===== src/rtl/imm_alu_seq_if.sv =====
// Handshake/bus bundle between the control unit's byte-fetch path and imm_alu_seq.
// The master side issues operations and streams immediate bytes; the slave side is the unit.
interface imm_alu_seq_if #(
    parameter int DATA_WIDTH = 8
);
    logic                  start;
    logic [2:0]            op;
    logic [DATA_WIDTH-1:0] acc_in;
    logic [7:0]            imm_data;
    logic                  imm_valid;
    logic                  imm_ready;
    logic                  busy;
    logic [DATA_WIDTH-1:0] result;
    logic                  result_valid;
    logic                  acc_we;
    logic                  flag_zero;
    logic                  flag_negative;
    logic                  flag_carry;
    logic                  illegal_op;

    modport master (
        output start, op, acc_in, imm_data, imm_valid,
        input  imm_ready, busy, result, result_valid, acc_we,
               flag_zero, flag_negative, flag_carry, illegal_op
    );

    modport slave (
        input  start, op, acc_in, imm_data, imm_valid,
        output imm_ready, busy, result, result_valid, acc_we,
               flag_zero, flag_negative, flag_carry, illegal_op
    );
endinterface


===== src/rtl/imm_alu_seq.sv =====
// Multi-cycle immediate-operand ALU: fetches a DATA_WIDTH immediate LSB-first over a byte
// handshake, executes against the captured accumulator, then writes back result and Z/N/C.
module imm_alu_seq #(
    parameter int DATA_WIDTH = 8
) (
    input  logic         clk,
    input  logic         reset,
    imm_alu_seq_if.slave bus
);
    localparam int NUM_BYTES = DATA_WIDTH / 8;
    localparam int CNT_W     = (NUM_BYTES > 1) ? $clog2(NUM_BYTES) : 1;

    localparam logic [2:0] OP_AND  = 3'b000;
    localparam logic [2:0] OP_OR   = 3'b001;
    localparam logic [2:0] OP_XOR  = 3'b010;
    localparam logic [2:0] OP_ADD  = 3'b011;
    localparam logic [2:0] OP_SUB  = 3'b100;
    localparam logic [2:0] OP_CMP  = 3'b101;
    localparam logic [2:0] OP_PASS = 3'b110;
    localparam logic [2:0] OP_ILL  = 3'b111;

    generate
        if ((DATA_WIDTH % 8) != 0 || DATA_WIDTH < 8 || DATA_WIDTH > 32) begin : g_bad_width
            $error("imm_alu_seq: DATA_WIDTH must be a multiple of 8 in 8..32");
        end
    endgenerate

    typedef enum logic [1:0] {IDLE, FETCH, EXEC, WB} state_t;

    state_t                state, state_nxt;
    logic [2:0]            op_q;
    logic [DATA_WIDTH-1:0] acc_q, imm_q, result_q;
    logic [CNT_W-1:0]      byte_cnt;
    logic                  z_q, n_q, c_q;
    logic                  xfer, last_byte;
    logic [DATA_WIDTH:0]   sum, diff;
    logic [DATA_WIDTH-1:0] alu_val;
    logic                  alu_c;

    assign xfer      = (state == FETCH) && bus.imm_valid;
    assign last_byte = (byte_cnt == CNT_W'(NUM_BYTES - 1));

    always_comb begin
        state_nxt = state;
        case (state)
            IDLE:    if (bus.start) state_nxt = (bus.op == OP_ILL) ? WB : FETCH;
            FETCH:   if (xfer && last_byte) state_nxt = EXEC;
            EXEC:    state_nxt = WB;
            WB:      state_nxt = IDLE;
            default: state_nxt = IDLE;
        endcase
    end

    // Extra top bit carries ADD carry-out; for SUB/CMP it is the unsigned borrow.
    assign sum  = {1'b0, acc_q} + {1'b0, imm_q};
    assign diff = {1'b0, acc_q} - {1'b0, imm_q};

    always_comb begin
        alu_val = '0;
        alu_c   = 1'b0;
        case (op_q)
            OP_AND:  alu_val = acc_q & imm_q;
            OP_OR:   alu_val = acc_q | imm_q;
            OP_XOR:  alu_val = acc_q ^ imm_q;
            OP_ADD:  begin alu_val = sum[DATA_WIDTH-1:0];  alu_c = sum[DATA_WIDTH];  end
            OP_SUB,
            OP_CMP:  begin alu_val = diff[DATA_WIDTH-1:0]; alu_c = diff[DATA_WIDTH]; end
            OP_PASS: begin alu_val = imm_q;                alu_c = c_q;              end
            default: ;
        endcase
    end

    always_ff @(posedge clk) begin
        if (!reset) begin
            state    <= IDLE;
            op_q     <= '0;
            acc_q    <= '0;
            imm_q    <= '0;
            byte_cnt <= '0;
            result_q <= '0;
            z_q      <= 1'b0;
            n_q      <= 1'b0;
            c_q      <= 1'b0;
        end else begin
            state <= state_nxt;
            case (state)
                IDLE: if (bus.start) begin
                    op_q     <= bus.op;
                    acc_q    <= bus.acc_in;
                    byte_cnt <= '0;
                end
                FETCH: if (xfer) begin
                    for (int i = 0; i < NUM_BYTES; i++)
                        if (byte_cnt == CNT_W'(i)) imm_q[i*8 +: 8] <= bus.imm_data;
                    byte_cnt <= byte_cnt + CNT_W'(1);
                end
                EXEC: if (op_q != OP_ILL) begin
                    result_q <= alu_val;
                    z_q      <= (alu_val == '0);
                    n_q      <= alu_val[DATA_WIDTH-1];
                    c_q      <= alu_c;
                end
                default: ;
            endcase
        end
    end

    assign bus.imm_ready     = (state == FETCH);
    assign bus.busy          = (state != IDLE);
    assign bus.result_valid  = (state == WB);
    assign bus.acc_we        = (state == WB) && (op_q != OP_CMP) && (op_q != OP_ILL);
    assign bus.illegal_op    = (state == WB) && (op_q == OP_ILL);
    assign bus.result        = result_q;
    assign bus.flag_zero     = z_q;
    assign bus.flag_negative = n_q;
    assign bus.flag_carry    = c_q;
endmodule

===== src/flat_wrapper.sv =====
// flat-port wrapper written by rule: the top's interface ports become plain ports
module imm_alu_seq_flat 
#(
    parameter int DATA_WIDTH = 8
)
  (clk, reset, bus_start, bus_op, bus_acc_in, bus_imm_data, bus_imm_valid, bus_imm_ready, bus_busy, bus_result, bus_result_valid, bus_acc_we, bus_flag_zero, bus_flag_negative, bus_flag_carry, bus_illegal_op);
  imm_alu_seq_if #(.DATA_WIDTH(DATA_WIDTH)) bus_i ();
  input  logic clk;
  input  logic reset;
  input wire logic [$bits(bus_i.start)-1:0] bus_start;
  input wire logic [$bits(bus_i.op)-1:0] bus_op;
  input wire logic [$bits(bus_i.acc_in)-1:0] bus_acc_in;
  input wire logic [$bits(bus_i.imm_data)-1:0] bus_imm_data;
  input wire logic [$bits(bus_i.imm_valid)-1:0] bus_imm_valid;
  output wire logic [$bits(bus_i.imm_ready)-1:0] bus_imm_ready;
  output wire logic [$bits(bus_i.busy)-1:0] bus_busy;
  output wire logic [$bits(bus_i.result)-1:0] bus_result;
  output wire logic [$bits(bus_i.result_valid)-1:0] bus_result_valid;
  output wire logic [$bits(bus_i.acc_we)-1:0] bus_acc_we;
  output wire logic [$bits(bus_i.flag_zero)-1:0] bus_flag_zero;
  output wire logic [$bits(bus_i.flag_negative)-1:0] bus_flag_negative;
  output wire logic [$bits(bus_i.flag_carry)-1:0] bus_flag_carry;
  output wire logic [$bits(bus_i.illegal_op)-1:0] bus_illegal_op;
  assign bus_i.start = bus_start;
  assign bus_i.op = bus_op;
  assign bus_i.acc_in = bus_acc_in;
  assign bus_i.imm_data = bus_imm_data;
  assign bus_i.imm_valid = bus_imm_valid;
  assign bus_imm_ready = bus_i.imm_ready;
  assign bus_busy = bus_i.busy;
  assign bus_result = bus_i.result;
  assign bus_result_valid = bus_i.result_valid;
  assign bus_acc_we = bus_i.acc_we;
  assign bus_flag_zero = bus_i.flag_zero;
  assign bus_flag_negative = bus_i.flag_negative;
  assign bus_flag_carry = bus_i.flag_carry;
  assign bus_illegal_op = bus_i.illegal_op;
  imm_alu_seq #(.DATA_WIDTH(DATA_WIDTH)) u_core (.clk(clk), .reset(reset), .bus(bus_i));
endmodule

===== config.mk =====
export PLATFORM = sky130hd
export DESIGN_NAME = imm_alu_seq_flat
export DESIGN_NICKNAME = d
export VERILOG_FILES = /design/src/rtl/imm_alu_seq_if.sv /design/src/rtl/imm_alu_seq.sv /design/src/flat_wrapper.sv
export SDC_FILE = /design/constraint.sdc
export NUM_CORES = 1
export LEC_CHECK = 0
export CAP_MARGIN = 20
export CORE_ASPECT_RATIO = 0.6
export CORE_MARGIN = 2
export CORE_UTILIZATION = 44
export CTS_CLUSTER_SIZE = 20
export DETAILED_ROUTE_END_ITERATION = 10
export HOLD_SLACK_MARGIN = 0.05
export PLACE_DENSITY = 0.67
export SETUP_SLACK_MARGIN = 0.5
export SYNTH_ARGS = -nofsm -noshare
export SYNTH_HDL_FRONTEND = slang
export SYNTH_SLANG_ARGS = --single-unit

===== constraint.sdc =====
create_clock -name clk -period 2.5 [get_ports clk]
set_input_delay 0.5 -clock clk [delete_from_list [all_inputs] [get_ports clk]]
set_output_delay 0.5 -clock clk [all_outputs]
set_load 0.05 [all_outputs]

## Word-level counts from Yosys, hierarchy flattened

Cells that the tools add are included.
W data, S select, Z words.

- $add $sub $neg: 3
- Reductions and logical operators: 17
- Bitwise logic cells: 5
- Equal/unequal tests: 16
- Muxes and demuxes: 9

Operators by type and width:

| kind | count |
|---|---|
| $pmux W8 S6 | 1 |
| $eq A3 B3 Y1 const B | 5 |
| $add A8 B8 Y9 | 1 |
| $reduce_and A3 Y1 | 3 |
| $sub A8 B8 Y9 | 1 |
| $and A8 B8 Y8 | 1 |
| $logic_not A8 Y1 | 1 |
| $or A8 B8 Y8 | 1 |
| $pmux W2 S4 | 1 |
| $xor A8 B8 Y8 | 1 |
| $eq A3 B2 Y1 const B | 2 |
| $mux W2 | 3 |
| $ne A3 B3 Y1 const B | 2 |
| $reduce_and A2 Y1 | 3 |
| $logic_and A1 B1 Y1 | 5 |
| $eq A2 B2 Y1 const B | 2 |
| $ne A2 B1 Y1 const B | 2 |
| $reduce_bool A2 Y1 | 2 |
| $eq A3 B1 Y1 const B | 1 |
| $logic_not A3 Y1 | 1 |
| $pmux W1 S3 | 1 |
| $eq A2 B1 Y1 const B | 1 |
| $logic_not A2 Y1 | 1 |
| $mux W1 | 2 |
| other kinds (5) | 6 |

- Bits of input ports: 23
- Output and inout bits: 16
- Register bits: 33
- Word-level logic and storage cells: 59

## Depth between registers and ports, before layout

Gate-level depths: netlist of run 1.

- Word-level depth: 5
- Gate-level depth with buffers: 10
- Gate-level depth less buffers: 10

## Least setup slack after synthesis of run 1

Ideal clock, no wire load.

- Path kind: register -> output
- Start point: register u_core.state[0]
- End point: output bus_acc_we
- Data arrival time: 1.727 ns
- Path buffers: 0
- Stages on the path, launching flop included: 4
- Setup slack: 0.273 ns
- Path through: dfxtp_1 > ha_1 > inv_1 > a21oi_1

- Word-level cells in the longest chain between the ends: 3

Ends and longest elaborated chain:

| item | line | text |
|---|---|---|
| start, declared | imm_alu_seq.sv:30 | `state_t state, state_nxt;` |
| start signal, assigned | imm_alu_seq.sv:85 | `state <= state_nxt;` |
| $eq A2 B2 Y1 | n/a |  |
| via bus_result_valid | flat_wrapper.sv:18 | `output wire logic [$bits(bus_i.result_valid)-1:0] bus_result_valid;` |
| $logic_and A1 B1 Y1 (2 in series) | imm_alu_seq.sv:111 | `assign bus.acc_we = (state == WB) && (op_q != OP_CMP) && (op_q != OP_ILL);` |
| end, declared | flat_wrapper.sv:19 | `output wire logic [$bits(bus_i.acc_we)-1:0] bus_acc_we;` |

The timed path passes the listed nets, and every way through them passes these cells.

## Worst setup path in the final report of run 1

- Start point: register u_core.acc_q[0]
- End point: register u_core.z_q (netlist: u_core.bus.flag_zero)

- Word-level cells in the longest chain between the ends: 3
- Elaborated cells on any way between the ends: 7
- Classes of those cells: add/sub (2); mux (1); bitwise (3); reduce/logical (1)

Ends and longest elaborated chain:

| item | line | text |
|---|---|---|
| start, declared | imm_alu_seq.sv:32 | `logic [DATA_WIDTH-1:0] acc_q, imm_q, result_q;` |
| start signal, assigned | imm_alu_seq.sv:89 | `acc_q <= bus.acc_in;` |
| $sub A8 B8 Y9 (tied with other cells) | imm_alu_seq.sv:56 | `assign diff = {1'b0, acc_q} - {1'b0, imm_q};` |
| $pmux W8 S6 * | imm_alu_seq.sv:61 | `case (op_q)` |
| $logic_not A8 Y1 * | imm_alu_seq.sv:99 | `z_q <= (alu_val == '0);` |
| end signal, assigned | imm_alu_seq.sv:99 |  |
| end, declared | imm_alu_seq.sv:34 | `logic z_q, n_q, c_q;` |

Every way passes the cells marked *; elsewhere a longest branch is shown, timed or not.
A chain may end at the register's enable or synchronous reset.

==> run_results.csv, run 1 <==
group,metric,value,unit
synth,synth_edf_count,0,
power,max-vdd-ir-drop,0.349,mV
critical_path,startpoint,"u_core.acc_q[0]",
synth,synth_nets,376,
floorplan,die_x,102,µm
timing,slew-limit-headroom,65.2,%
route,met3_length,456,µm
synth,synth_fa_ha_area_share,15.4,%
clock_network,clockBufferDepth,2,
placed_design,hpwlAfterDp,5.31,mm
route,viasPerCell,5.47,
route,drc_errors,0,
clock_network,h-tree-depth,2,
route,drt-met1-wl,3.70,mm
clock_network,numCtsBuffers,5,
cells_and_area,syn_to_final_growth,41.0,%
timing,setup-tns-final,0,ns
synth,synth_top_family_by_area,"compound AO/OA/AOI/OAI gates",
clock_network,ctsRootBufferMaster,"clkbuf_8",
critical_path,critPathCaptureType,"flop",
cells_and_area,drive_gt1_share,26.7,%
floorplan,die_h,62.7,µm
synth,synthArstFlopShare,0,%
synth,yosysWarnings,0,
placed_design,routabilityCongestion,0.936,
route,top_layer,"met4",
floorplan,dieArea,6390,µm²
route,firstDrtPassIters,5,
critical_path,critPathBufInv,2,
critical_path,crit_path_cell_trace,"inv_4, ha_4, fa_2, buf_4, xnor2_1, o21ai_0, a21oi_1, and4_1, nand4_1, o31ai_2",
synth,synth-xor-area-share,1.73,%
route,dr_wl_met2,3.26,mm
critical_path,r2r_setup_slack,0.34,ns
critical_path,critPathMaxStageDelay,0.38,ns
synth,ys_ff_latch,32,
critical_path,path_delay_family,"compound AO/OA/AOI/OAI gates",
floorplan,initial_utilization,45.4,%
timing,hold_viol,0,
cells_and_area,post-route-util,64.0,%
route,ant_nets,0,
outcome,outcome,"completed",
cells_and_area,finalNetCount,431,
clock_network,tritoncts,"done",
timing,fin_crit_sh,86.4,%
clock_network,clkTransAtPathRegs,0.07,ns
timing,slew_violations,0,
synth,synth_flop_cell,"dfxtp_1",
clock_network,clock_sinks,32,
route,drt_iter0_drc,193,
critical_path,critical_path_class,"flop to flop",
global_routing,gr-total-overflow,0,
route,vias,2505,
synth,ys_types,57,
floorplan,core.rowCount,21,
global_routing,antenna_found_initial,0,
critical_path,cp_slowest_cell,"dfxtp_4",
cells_and_area,final_common_cell,"nand2_1",
route,wl,7.51,mm
synth,syn_area,2530,µm²
timing,period_minus_slack,2.16,ns
global_routing,grt.total_usage,24.6,%
power,power_density,893,nW/µm²
floorplan,pin_count,39,
synth,avgSynthCellArea,7.83,µm²
power,cellLeakagePower,1.45,nW
run,drv_cap,0,
critical_path,crit_arrival,2.38,ns
critical_path,reg2reg_from,"u_core.acc_q[0]",
cells_and_area,mostFrequentLayoutCells,"nand2_1, clkdlybuf4s50_1, nor2_1",
timing,holdWs,0.483,ns
critical_path,critPathRequiredTime,2.71,ns
synth,yosys-mux-area-fraction,6.33,%
timing,fin_worst_skew,0.00914,ns
timing,setup_viol,0,
worst_hold_path,hold_path_class,"flop to flop",
synth,post_synth_and_or_nand_nor_area_fraction,19.1,%
cells_and_area,antennaDiodeCount,0,
timing,rsz0062_at_grt,"yes",
global_routing,grt_max_degree,29,
timing,fmax,463,MHz
synth,synth_compound_area_share,23.4,%
global_routing,grt_pass1_wl,12.4,mm
critical_path,crit_path_start_kind,"flop",
synth,netlist_instances,323,
timing,max_slew.worst_pin.slew,0.521,ns
floorplan,core,5570,µm²
global_routing,grt_pass1_vias,2502,
critical_path,path_max_fanout,3,
clock_network,clk_latency,0.29,ns
route,post_drt_wl_per_cell,16.4,µm
synth,ys_seq_area_share,25.3,%
worst_hold_path,hp-start,"u_core.acc_q[7]",
placed_design,portBuffers,38,
-- synthesized netlist by cell type, types with 4 or more instances --
cell type / instances / share of area [%]
a211oi_1: 7 / 2.1
a21o_1: 4 / 1.2
a21oi_1: 28 / 5.5
and2_1: 4 / 0.99
buf_2: 6 / 1.2
clkbuf_1: 6 / 0.89
dfxtp_1: 32 / 25
ha_1: 28 / 14
inv_1: 29 / 4.3
mux2i_1: 16 / 6.3
nand2_1: 37 / 5.5
nand2b_1: 4 / 0.99
nand3_1: 6 / 1.2
nor2_1: 31 / 4.6
nor2b_1: 4 / 0.99
o211ai_1: 4 / 1.2
o21ai_0: 14 / 2.8
-- metrics by stage --
step                cell area, µm²  std cells  setup slack, ns  total power, mW
floorplan                     2560        323            0.504             1.93
global placement              3010        432            0.174             2.36
detailed placement            3010        432            0.109             2.38
CTS                           3390        450            0.335             3.02
global route                  3570        458            0.220             3.42
finish                        3570        458            0.339             3.19
-- final timing paths --
kind / endpoint / depth (start not counted)
setup / recovery: u_core.bus.flag_zero / 10
hold / removal: u_core.acc_q[7] / 2
setup reg to reg: u_core.bus.flag_zero / 10
hold reg to reg: u_core.acc_q[7] / 2
-- cell type report --
type                       instances  area, µm²
clock buffer                       7       96.3
inverter                          30        119
timing repair buffer              66        618
tap                               80        100
multi-input combinational        243       1950
fill                             479       2000
sequential                        32        681
-- registers in the layout, indices dropped and copies added, names as in the netlist --
signal,count
u_core.state,2
u_core.bus.flag_zero,1
u_core.imm_q,8
u_core.byte_cnt,1
u_core.bus.flag_carry,1
u_core.bus.result,8
u_core.acc_q,8
u_core.op_q,3
-- routing by layer --
metal / up-vias / track usage, %
met5: - / 0
met4: 0 / 7.00
met3: 10 / 6.04
met2: 82 / 36.6
met1: 1179 / 35.1
li1: 1234 / -
-- where the power goes --
group          internal (mW)  switching, mW
clock                  0.245          0.200
combinational          0.831           1.14
sequential             0.636          0.131
-- timing repair --
action | CTS | global route
buffers inserted | 11 | 8
gates resized for setup | 57 | 34
pin swaps | 17 | 27
hold buffers | 0 | 0
setup endpoints to repair | 12 | 11
-- worst reg2reg max path, cell delays in order, from the launching register on --
cell,delay [ns]
dfxtp_4,0.38
inv_4,0.04
ha_4,0.15
fa_2,0.36
buf_4,0.15
xnor2_1,0.11
o21ai_0,0.09
a21oi_1,0.22
and4_1,0.25
nand4_1,0.11
o31ai_2,0.23
-- kinds of logic after synthesis --
family	Yosys count
simple gates	104
compound gates	88
buf+inv	48
flops	32
fa+ha+maj	30
mux	16
xor+xnor	5
No activity file was read; power rests on OpenSTA's default activity.
==> run 2: changes to the inputs <==
--- a/config.mk
+++ b/config.mk
@@ -14,6 +14,7 @@
 export HOLD_SLACK_MARGIN = 0.05
 export PLACE_DENSITY = 0.67
 export SETUP_SLACK_MARGIN = 0.5
+export SLEW_MARGIN = 20
 export SYNTH_ARGS = -nofsm -noshare
 export SYNTH_HDL_FRONTEND = slang
 export SYNTH_SLANG_ARGS = --single-unit
==> results of run 2 <==
Same layout as run 1: the final DEF is identical, and so are final timing and power.
==> run 3: changes to the inputs <==
--- a/config.mk
+++ b/config.mk
@@ -11,7 +11,7 @@
 export CORE_UTILIZATION = 44
 export CTS_CLUSTER_SIZE = 20
 export DETAILED_ROUTE_END_ITERATION = 10
-export HOLD_SLACK_MARGIN = 0.05
+export HOLD_SLACK_MARGIN = 0.03
 export PLACE_DENSITY = 0.67
 export SETUP_SLACK_MARGIN = 0.5
 export SLEW_MARGIN = 20
==> results of run 3 <==
Same layout as run 1: the final DEF is identical, and so are final timing and power.
